[src/rtl/serial_subtractor_pkg.sv]
`default_nettype none
// ============================================================================
// Module   : sersub_pkg
// Purpose  : Shared definitions for the bit-serial subtractor: FSM state
//            encoding and the default operand width.
// Ports    : none (package)
// Revision : 1.0 - initial release
// ============================================================================
package sersub_pkg;

    typedef enum logic [1:0] {
        IDLE = 2'd0,
        RUN  = 2'd1,
        DONE = 2'd2
    } state_t;

    localparam int SERSUB_DEFAULT_WIDTH = 8;

endpackage : sersub_pkg
`default_nettype wire

[src/rtl/half_subtractor.sv]
`default_nettype none
// ============================================================================
// Module   : half_subtractor
// Purpose  : One-bit half subtractor, x - y.
// Ports    : x  - minuend bit
//            y  - subtrahend bit
//            d  - difference bit (x ^ y)
//            bo - borrow out (~x & y)
// Revision : 1.0 - initial release
// ============================================================================
module half_subtractor (
    input  logic x,
    input  logic y,
    output logic d,
    output logic bo
);

    assign d  = x ^ y;
    assign bo = ~x & y;

endmodule : half_subtractor
`default_nettype wire

[src/rtl/serial_subtractor.sv]
`default_nettype none
// ============================================================================
// Module   : serial_subtractor
// Purpose  : Bit-serial subtractor computing a - b, one bit per clock, LSB
//            first, with a registered borrow. A start/done handshake brackets
//            each operation; results hold until the next accepted start.
// Ports    : clk    - clock, rising edge
//            rst_n  - asynchronous active-low reset
//            start  - request a new operation (sampled in IDLE/DONE only)
//            a, b   - minuend / subtrahend, captured on accepted start
//            busy   - high during the WIDTH bit cycles
//            done   - one-cycle pulse when diff/borrow are valid
//            diff   - a - b modulo 2^WIDTH
//            ovf    - signed overflow (only with SERSUB_OVERFLOW_EN)
//            borrow - final borrow, 1 iff a < b unsigned
// Config   : `define SERSUB_OVERFLOW_EN adds the ovf port and its flop.
// Revision : 1.0 - initial release
// ============================================================================
module serial_subtractor
    import sersub_pkg::*;
#(
    parameter int WIDTH = SERSUB_DEFAULT_WIDTH
) (
    input  logic             clk,
    input  logic             rst_n,
    input  logic             start,
    input  logic [WIDTH-1:0] a,
    input  logic [WIDTH-1:0] b,
    output logic             busy,
    output logic             done,
    output logic [WIDTH-1:0] diff,
`ifdef SERSUB_OVERFLOW_EN
    output logic             ovf,
`endif
    output logic             borrow
);

    localparam int             CW   = $clog2(WIDTH);
    localparam logic [CW-1:0]  LAST = CW'(WIDTH - 1);

    state_t           state;
    state_t           state_nxt;
    logic             accept;
    logic             last_bit;

    logic [WIDTH-1:0] a_sh;
    logic [WIDTH-1:0] b_sh;
    logic [CW-1:0]    cnt;
    logic             bin;

    logic             d1;
    logic             bo1;
    logic             bo2;
    logic             d_bit;
    logic             bout;

    // Full-subtract cell: (a_i - b_i) then (result - borrow_in).
    half_subtractor u_hs_ab (
        .x  (a_sh[0]),
        .y  (b_sh[0]),
        .d  (d1),
        .bo (bo1)
    );

    half_subtractor u_hs_bin (
        .x  (d1),
        .y  (bin),
        .d  (d_bit),
        .bo (bo2)
    );

    assign bout = bo1 | bo2;

    // ------------------------------------------------------------------------
    // FSM
    // ------------------------------------------------------------------------
    always_ff @(posedge clk or negedge rst_n) begin
        if (!rst_n) begin
            state <= IDLE;
        end else begin
            state <= state_nxt;
        end
    end

    always_comb begin
        state_nxt = state;
        accept    = 1'b0;
        case (state)
            IDLE: begin
                if (start) begin
                    accept    = 1'b1;
                    state_nxt = RUN;
                end
            end
            RUN: begin
                if (cnt == LAST) begin
                    state_nxt = DONE;
                end
            end
            DONE: begin
                if (start) begin
                    accept    = 1'b1;
                    state_nxt = RUN;
                end else begin
                    state_nxt = IDLE;
                end
            end
            default: state_nxt = IDLE;
        endcase
    end

    assign last_bit = (state == RUN) && (cnt == LAST);
    assign busy     = (state == RUN);
    assign done     = (state == DONE);
    assign borrow   = bin;

    // ------------------------------------------------------------------------
    // Datapath: operands shift right, difference bits enter diff at the MSB
    // so that after WIDTH shifts bit 0 has reached diff[0].
    // ------------------------------------------------------------------------
    always_ff @(posedge clk or negedge rst_n) begin
        if (!rst_n) begin
            a_sh <= '0;
            b_sh <= '0;
            cnt  <= '0;
            bin  <= 1'b0;
            diff <= '0;
        end else if (accept) begin
            a_sh <= a;
            b_sh <= b;
            cnt  <= '0;
            bin  <= 1'b0;
            diff <= '0;
        end else if (state == RUN) begin
            a_sh <= {1'b0, a_sh[WIDTH-1:1]};
            b_sh <= {1'b0, b_sh[WIDTH-1:1]};
            cnt  <= cnt + CW'(1);
            bin  <= bout;
            diff <= {d_bit, diff[WIDTH-1:1]};
        end
    end

`ifdef SERSUB_OVERFLOW_EN
    // On the last bit cycle the operand LSBs are the original MSBs and d_bit
    // is the result MSB, so no separate MSB capture is needed.
    always_ff @(posedge clk or negedge rst_n) begin
        if (!rst_n) begin
            ovf <= 1'b0;
        end else if (accept) begin
            ovf <= 1'b0;
        end else if (last_bit) begin
            ovf <= (a_sh[0] ^ b_sh[0]) & (a_sh[0] ^ d_bit);
        end
    end
`endif

endmodule : serial_subtractor
`default_nettype wire

[config.mk]
export PLATFORM = sky130hd
export DESIGN_NAME = serial_subtractor
export DESIGN_NICKNAME = d
export VERILOG_FILES = /design/src/rtl/serial_subtractor_pkg.sv /design/src/rtl/half_subtractor.sv /design/src/rtl/serial_subtractor.sv
export SDC_FILE = /design/constraint.sdc
export NUM_CORES = 1
export LEC_CHECK = 0
export CORE_ASPECT_RATIO = 0.75
export CORE_MARGIN = 1.5
export CORE_UTILIZATION = 48
export DETAILED_ROUTE_END_ITERATION = 12
export GPL_TIMING_DRIVEN = 0
export HOLD_SLACK_MARGIN = 0.03
export MAX_ROUTING_LAYER = met4
export PLACE_DENSITY = 0.77
export SYNTH_ARGS = -nofsm -noshare
export SYNTH_HDL_FRONTEND = slang
export SYNTH_SLANG_ARGS = --single-unit
export TNS_END_PERCENT = 100
[constraint.sdc]
create_clock -name clk -period 2.4 [get_ports clk]
set_input_delay 0.48 -clock clk [delete_from_list [all_inputs] [get_ports clk]]
set_output_delay 0.48 -clock clk [all_outputs]
set_load 0.05 [all_outputs]
==> impl_metrics.py <==
metrics = {
    "power_and_ir_drop": {
        "internal-power_w": 0.00157,
        "comb_power_share": 0.453,
        "switchingPower_w": 0.00101,
        "pwr-share-seq": 0.347,
        "total_leakage_power_nw": 0.821,
        "total_power_w": 0.00258,
        "p_per_area_nw_per_um2": 1460,
        "clkPwrFrac": 0.201,
        "switching_share": 0.393,
        "ir_worst_vdd_v": 0.000573,
    },
    "logic_synthesis": {
        "synthArstFlopShare": 1.00,
        "synth_nets": 138,
        "yosysMostFrequentCell": "dfrtp_1",
        "synthCells": 116,
        "synth_cell_types": 24,
        "synth_top_area_share": 0.561,
        "synth-edff-count": 0,
        "seq_area_frac_synth": 0.561,
        "yosysWarnings": 0,
        "synth_top_cell_by_area": "dfrtp_1",
        "synth_common_cells": "30 x dfrtp_1, 14 x a21oi_1, 13 x inv_1",
        "ys_ff_latch": 30,
        "netlist_area_um2": 1340,
        "synth_ff_type": "dfrtp_1",
        "syn_avg_cell_area_um2": 11.5,
        "synthTopCellsByArea": "dfrtp_1 56%, a22o_1 7.2%, a21oi_1 5.2%",
    },
    "die": {
        "initial_core_util": 0.510,
        "ios": 30,
        "dieHeight_um": 48.7,
        "die_area_um2": 3120,
        "row_count": 16,
        "core_um2": 2620,
        "die_x_um": 64.0,
    },
    "outcome": {
        "outcome": "complete, no violations",
    },
    "sta": {
        "min_period_over_period": 0.959,
        "setup_violations": 0,
        "drv_slew": 0,
        "max_slew_margin": 0.580,
        "whs_ns": 0.210,
        "worstMarginPinSlew_ns": 0.630,
        "max_freq_mhz": 435,
        "finClkSkew_ns": 0.00207,
        "hold_viol": 0,
        "rsz0062_at_grt": "no",
        "setup_tns_ns": 0,
        "fin_crit_ns": 2.30,
    },
    "place": {
        "io_buffers": 28,
        "hpwl_mm": 1.90,
        "dpl_cell_area_um2": 1660,
        "place.gp.congestion": 0.740,
    },
    "detailed_routing": {
        "drt-initial-drc-count": 39,
        "final_antenna_net_count": 0,
        "viasPerCell": 5.30,
        "num_vias": 991,
        "routedWlPerCell_um": 14.4,
        "drc": 0,
        "dr.pass1.iters": 4,
        "finalWirelength_mm": 2.70,
    },
    "cells_and_area": {
        "num_antenna_cells": 0,
        "syn_to_final_growth_pct": 32.3,
        "final_area_um2": 1770,
        "fin_nets": 173,
        "drive_gt1_frac": 0.146,
        "fill_cells": 210,
    },
    "global_route": {
        "grt_max_degree": 31,
        "grt_pass1_wl_mm": 4.70,
        "antenna_found_initial": 0,
        "grt_usage": 0.212,
        "grt_pass1_vias": 1017,
        "grt.overflow.total": 0,
    },
    "clock_tree": {
        "clk_pin_slew_ns": 0.06,
        "numClockSinks": 30,
        "cts_root_buf": "clkbuf_8",
        "cts_tree": "done",
        "cts_buffers": 5,
        "clockBufferDepth": 2,
        "clock_latency_ns": 0.28,
        "h-tree-depth": 2,
    },
    "worst_setup_path": {
        "rrSetupSlack_ns": 0.94,
        "critPathArrivalTime_ns": 1.82,
        "path_max_fanout": 10,
        "required_ns": 1.92,
        "critPathLaunchType": "flip-flop",
        "criticalPathCategory": "reg2out",
        "endpoint_kind": "primary output",
    },
    "worst_hold_path": {
        "hp-class": "in2async",
    },
    "run": {
        "maxCapViolCount": 0,
    },
}
-- power groups by stage --
stage	Clock (W)	Sequential, W	Combinational (W)
floorplan	0	0.00109	0.000626
global placement	0	0.000884	0.00114
detailed placement	0	0.000899	0.00118
CTS	0.000520	0.000893	0.00118
global route	0.000540	0.000924	0.00128
finish	0.000517	0.000893	0.00117
-- area by class of cell --
type                    count  area [um^2]  share of cell area
repair buffers             28          274               0.155
multi-input cells          64          484               0.274
inverters                  14         52.6              0.0297
flip-flops and latches     30          751               0.424
clock inverters             1         30.0              0.0170
plain buffers               8         50.0              0.0283
well taps                  36         45.0              0.0255
clock buffers               6         82.6              0.0467
-- state kept, by name, summed over array words and instances, names as in the netlist --
name and count:
a_sh 8, state 2, borrow 1, b_sh 8, diff 8, cnt 3
-- worst max-delay path: stages (launching register included) --
cell	delay, ns
dfrtp_1	0.33
buf_2	0.25
nor2b_1	0.16
clkdlybuf4s50_1	0.80
-- per-layer routing --
metal / global-route usage / share of wire / wire (um) / vias up
li1: - / - / - / 481
met1: 0.266 / 0.46 / 1250 / 478
met2: 0.314 / 0.47 / 1260 / 24
met3: 0.0628 / 0.048 / 130 / 8
met4: 0.109 / 0.023 / 62 / 0
met5: - / 0 / 0 / -
-- cell usage in the layout, fill, tap and decap left out, drive strengths merged, types with 2 or more instances in the layout --
cell            n
clkbuf          7
a21oi          14
o21ai           2
buf             8
inv            14
dfrtp          30
nand2b          2
clkdlybuf4s50  26
ha              2
mux2i           4
a211oi          3
a22o           11
o22ai          11
nor2b           4
mux2            5
-- cells by family (layout without fill, tap and decap cells) --
logic type,after synthesis,in the layout,share of synthesized area
buffers and inverters,22,57,0.0767
AOI/OAI and AO/OA,43,43,0.212
and+or+nand+nor,9,9,0.0412
DFF,30,30,0.561
adders and majority gates,3,3,0.0337
muxes,9,9,0.0748
-- stage by stage --
| step | cells | util | setup slack, ns |
|---|---|---|---|
| after floorplan | 116 | - | 0.661 |
| after global placement | 180 | 0.634 | 0.299 |
| after detailed placement | 180 | 0.634 | 0.276 |
| after CTS | 187 | 0.677 | 0.0928 |
| after global routing | 187 | 0.675 | 0.0103 |
| final | 187 | 0.675 | 0.0987 |
-- path summary, 6_finish.rpt --
kind	start	end	cells past startpoint
setup / recovery	state[1]$_DFFE_PN0P_	done	3
hold reg to reg	b_sh[6]$_DFFE_PN0P_	b_sh[6]$_DFFE_PN0P_	2
setup reg to reg	borrow$_DFFE_PN0P_	borrow$_DFFE_PN0P_	3
min in group clk	b_sh[6]$_DFFE_PN0P_	b_sh[6]$_DFFE_PN0P_	2
max in group asynchronous	rst_n	diff[2]$_DFFE_PN0P_	1
hold / removal	rst_n	a_sh[2]$_DFFE_PN0P_	1
-- timing repair --
| action | 4_1_cts | 5_1_grt |
|---|---|---|
| hold buffers | 0 | 0 |
| endpoints found under the setup margin | 1 | 0 |
| buffers inserted | 0 | 0 |
| resized for setup | 1 | 0 |
Note: power is estimated with default switching activity, not from simulation.
